File: config.mk
export PLATFORM = sky130hd
export DESIGN_NAME = trng
export DESIGN_NICKNAME = d
export VERILOG_FILES = /design/src/rtl/trng.sv
export SDC_FILE = /design/constraint.sdc
export NUM_CORES = 1
export LEC_CHECK = 0
export CORE_UTILIZATION = 45
export CTS_CLUSTER_DIAMETER = 120
export CTS_CLUSTER_SIZE = 10
export DETAILED_ROUTE_END_ITERATION = 7
export PLACE_DENSITY = 0.72
export SLEW_MARGIN = 30
export SYNTH_ARGS = -nofsm -noshare
export SYNTH_HDL_FRONTEND = slang
export SYNTH_SLANG_ARGS = --single-unit
File: constraint.sdc
create_clock -name clk -period 2.3 [get_ports clk]
set_clock_uncertainty 0.05 [all_clocks]
set_input_delay 0.69 -clock clk [delete_from_list [all_inputs] [get_ports clk]]
set_output_delay 0.69 -clock clk [all_outputs]
set_load 0.005 [all_outputs]
File: src/rtl/trng.sv
// True random number generator: a jittery oscillator is synchronised, sampled and
// XOR-folded 2^DEC_LEN samples per bit, and eight bits are packed into each output byte.
module trng #(
    parameter int unsigned DEC_LEN = 12
) (
    input  logic       clk,
    input  logic       resetn,
    input  logic       clk2,
    input  logic       en,
    input  logic       clr,
    output logic [7:0] out,
    output logic       rdy
);

    localparam logic [DEC_LEN-1:0] CNT_MAX = '1;

    logic               sync1_q;
    logic               sync2_q;
    logic               parity_q,  parity_d;
    logic [DEC_LEN-1:0] cnt_q,     cnt_d;
    logic [2:0]         bit_cnt_q, bit_cnt_d;
    logic [7:0]         acc_q,     acc_d;
    logic [7:0]         out_q,     out_d;
    logic               rdy_q,     rdy_d;

    logic s;
    logic b;

    assign s   = sync2_q;
    assign b   = parity_q ^ s;
    assign out = out_q;
    assign rdy = rdy_q;

    // clk2 is only ever sampled as data; the synchroniser runs whether or not en is set.
    always_ff @(posedge clk or negedge resetn) begin
        if (!resetn) begin
            sync1_q <= 1'b0;
            sync2_q <= 1'b0;
        end else begin
            sync1_q <= clk2;
            sync2_q <= sync1_q;
        end
    end

    always_comb begin
        parity_d  = parity_q;
        cnt_d     = cnt_q;
        bit_cnt_d = bit_cnt_q;
        acc_d     = acc_q;
        out_d     = out_q;
        rdy_d     = rdy_q;

        // clr outranks a byte completing on the same edge, so that byte is dropped.
        if (clr) begin
            parity_d  = 1'b0;
            cnt_d     = '0;
            bit_cnt_d = 3'd0;
            rdy_d     = 1'b0;
        end else if (!en) begin
            parity_d  = 1'b0;
            cnt_d     = '0;
            bit_cnt_d = 3'd0;
        end else if (cnt_q == CNT_MAX) begin
            parity_d  = 1'b0;
            cnt_d     = '0;
            acc_d     = {acc_q[6:0], b};
            bit_cnt_d = bit_cnt_q + 3'd1;
            if (bit_cnt_q == 3'd7) begin
                out_d = {acc_q[6:0], b};
                rdy_d = 1'b1;
            end
        end else begin
            parity_d = parity_q ^ s;
            cnt_d    = cnt_q + DEC_LEN'(1);
        end
    end

    always_ff @(posedge clk or negedge resetn) begin
        if (!resetn) begin
            parity_q  <= 1'b0;
            cnt_q     <= '0;
            bit_cnt_q <= 3'd0;
            acc_q     <= 8'h00;
            out_q     <= 8'h00;
            rdy_q     <= 1'b0;
        end else begin
            parity_q  <= parity_d;
            cnt_q     <= cnt_d;
            bit_cnt_q <= bit_cnt_d;
            acc_q     <= acc_d;
            out_q     <= out_d;
            rdy_q     <= rdy_d;
        end
    end

endmodule

==> metrics.md <==
| Metric | Value |
|---|---|
| Outcome | complete, no violations |
| Post-CTS Setup Inserts | 0 |
| Routed via count | slightly below 1000 |
| Yosys Warn Count | 0 |
| Xor and xnor fraction of the mapped netlist area | between 2 and 2.5% |
| Worst-case hold slack | approximately 0.31 ns |
| Compound-cell area share of the yosys netlist | roughly 7.6% |
| Per-instance average area after synthesis | around 13 um2 |
| Fraction of the mapped netlist area in simple logic gates | ~17% |
| Worst Path Class, Setup | reg2out |
| Slew at the pin with the worst max-slew slack | ~0.57 ns |
| Post-detailed-route count of antenna-violating nets | 0 |
| Fin. Hold Viols | 0 |
| Share of Yosys cell area claimed by the top area cell type | a little under three fifths |
| Via density per instance | between 5 and 6 |
| Critical Path AT | approximately 1.2 ns |
| Count of buffers inserted at the top-level ports | 13 |
| Setup-violating endpoint count in the final report | 0 |
| Starting density of the core | a little under half |
| HPWL after DPL | approximately 1900 um |
| Worst reg2reg endpoint | acc_q[1] |
| CTS tree | done |
| Min setup slack post-route | between 0.3 and 0.4 ns |
| Max Clock Freq | about 510 MHz |
| Buffer and inverter count on the worst path | 1 |
| CTS resizes | 0 |
| Tot Pwr | a little under 1 mW |
| Clk sink count | 34 |
| Num rows | 20 |
| Slowest stage cell, crit path | clkdlybuf4s50_1 |
| Max-cap violations | 0 |
| Netlist area before placement | 1490 um2 |
| Total I/O pin count | 14 |
| Total DRC errors in the routed layout | 0 |
| DR iter-0 viols | between 50 and 60 |
| Power per cell area | around 550 nW/um2 |
| Cells traversed along the worst timing path | clkdlybuf4s50_1 |
| Relative slew slack | about three fifths |
| WL final | around 2600 um |
| Overall Global Routing Usage | roughly 17% |
| Setup tns final | 0 ns |
| Capture point of the critical path | out[6] |
| Startpoint of the worst-slack reg-to-reg timing path | cnt_q[0] |
| Logic depth of the worst register-to-register path | 5 |
| Via count of the first global-routing pass | around 1000 |
| Standard cell core area | roughly 3100 um2 |
| Layout-stage area growth over the synthesis result | 18.4% |
| Dominant delay contributor by cell family on the critical path | buffers and inverters |
| Data required time at the worst endpoint | between 1.5 and 2 ns |
| Clock buffer depth | 2 |
| Number of nets in the synthesized netlist | 125 |
| Total Nets Final | 148 |
| Fraction of layout cells with a size suffix above 1 | roughly a quarter |
| Clock buffer count from CTS | 5 |
| Portion of the post-synthesis area used by sequential elements | between 50% and 60% |
| Routability congestion estimate from global placement | between 0.7 and 0.8 |
| Post-synthesis adder-cell area fraction | under 10% |
| Buffer cell driving the clock tree root | clkbuf_4 |
| Antenna violations before repair | 0 |
| Gate count of the mapped netlist | between 100 and 150 |
| Combinational family with the most area after synthesis | simple AND/OR/NAND/NOR gates |
| Reg-to-reg setup timing slack | just under 0.4 ns |
| Portion of netlist area occupied by mux cells | about an eighth |
| Number of storage elements in the synthesis netlist | 34 |
| Post-route cell area | approximately 1800 um2 |
| Top cells by area in the synthesized netlist | dfrtp_1, mux2_2, nor4_4, ha_1, a21oi_1 |
| Kind of capture point of the worst setup path | output pin |
| Leak Pwr | 0.805 nW |
| Post-synth top area cell | dfrtp_1 |
| Place WS | 0.00975 ns |
| Total die area | around 3500 um2 |
| Worst-Skew Late Latency | approximately 0.33 ns |
| CTS clock-pin slew for the worst setup and hold paths | about 0.090 ns |
| Pin count of the biggest net entering global routing | 35 |
| Worst Setup SP | out[6] |
| RSZ-0062 raised after global routing | no |
| Worst Setup Start Kind | flop |
| Final global-route overflow total | 0 |
| Vertical die dimension | 59.5 um |
| Max stage delay on crit path | slightly above 0.5 ns |
| Largest vdd supply drop | between 0.3 and 0.4 mV |
| Number of detailed-routing iterations run before antenna repair | 4 |
| Final worst path period share | around 86% |
| Minimum clock period | 1.97 ns |
| Number of pins exceeding their max-slew limit in the final report | 0 |
| Logic depth of the worst path, buffers included | 1 |
| Largest driver fanout on the critical path | 2 |
| Area post-placement | ~1700 um2 |
| CTS Hold Bufs | 0 |
| Clock H-tree levels | 2 |
| Hold WC Path Type | reg2reg |
| First-pass GRT wire length | approximately 4300 um |
| X dimension of the die | a little under 60 um |
| Antenna diode count | 0 |
| Routed len/inst | between 10 and 15 um |
| Number of library cell types mapped by synthesis | 30 |
[registers in the layout (all words and copies together) (netlist names)]
signal and count:
cnt_q 12, out 8, acc_q 7, bit_cnt_q 3, parity_q 1, rdy 1, s 1, sync1_q 1
[placed cells by master (no fill, tap or decap)]
master / count
a21o_2: 1
a21oi_1: 7
buf_4: 5
clkbuf_1: 1
clkbuf_4: 5
clkbuf_8: 1
clkdlybuf4s50_1: 13
clkinv_2: 1
dfrtp_1: 34
ha_1: 3
inv_1: 4
mux2_2: 15
mux2i_1: 1
nand2_1: 6
nand2b_1: 1
nand3_1: 6
nand3b_1: 1
nand4_1: 3
nand4_4: 1
nand4b_1: 1
nor2_1: 5
nor2b_1: 2
nor4_1: 1
nor4_4: 2
o21ai_0: 4
o2bb2ai_1: 2
o31ai_1: 3
o41ai_1: 1
or3_1: 2
or3_2: 2
or4_1: 2
or4_2: 1
xnor2_1: 1
xor2_1: 3
[kinds of logic (layout without fill, tap and decap cells)]
| kind of cell | after synthesis | count (layout) |
|---|---|---|
| flip-flops | 34 | 34 |
| buffers and inverters | 6 | 30 |
| multiplexers | 16 | 16 |
| AO/OA/AOI/OAI | 18 | 18 |
| AND/OR/NAND/NOR | 36 | 36 |
| XOR/XNOR | 4 | 4 |
| adder cells (fa/ha/maj) | 3 | 3 |
[layer usage]
| layer | track usage, % | up-vias | share of wire [%] |
|---|---|---|---|
| met5 | 0 | - | 0 |
| met4 | 9.18 | 0 | 2.0 |
| met3 | 4.59 | 7 | 3.3 |
| met2 | 27.9 | 16 | 52 |
| met1 | 20.3 | 483 | 43 |
| li1 | - | 473 | - |
[report_power, final]
part           total (mW)  switching (mW)  internal (mW)
clock               0.335           0.187          0.148
combinational      0.0355          0.0217         0.0139
sequential          0.604         0.00270          0.602
total               0.975           0.211          0.763
[cell usage after synthesis]
master	instances
nand4_1	3
a21o_2	1
buf_2	1
a21oi_1	7
nor2_1	5
or4_1	2
or4_2	1
ha_1	3
o21ai_0	4
o2bb2ai_1	2
nand4b_1	1
o31ai_1	3
nor4_4	2
xnor2_1	1
nor4_1	1
nand2_1	6
or3_1	2
nand3_1	6
nand4_4	1
clkbuf_2	1
xor2_1	3
nand3b_1	1
or3_2	2
mux2_2	15
nor2b_1	2
o41ai_1	1
dfrtp_1	34
nand2b_1	1
inv_1	4
mux2i_1	1
[worst min-delay path by stage]
stage | start | end | cells past startpoint
floorplan | sync1_q | s | 0
global placement | sync1_q | s | 0
detailed placement | sync1_q | s | 0
CTS | sync1_q | s | 0
global route | sync1_q | s | 0
finish | sync1_q | s | 0
[final cells by class]
type / instances / area, um2
tap: 44 / 55.1
sequential: 34 / 851
clock buffer: 7 / 55.1
inverter: 4 / 15.0
timing repair buffer: 18 / 168
fill: 288 / 1340
clock inverter: 1 / 5.00
multi-input combinational: 77 / 611
[through the flow]
| stage | instances | util [%] |
|---|---|---|
| final | 185 | 56.7 |
| after global routing | 185 | 56.7 |
| after CTS | 185 | 56.7 |
| after detailed placement | 177 | 54.8 |
| after global placement | 177 | 54.8 |
| after floorplan | 117 | - |
No activity file was read; power rests on OpenSTA's default activity.
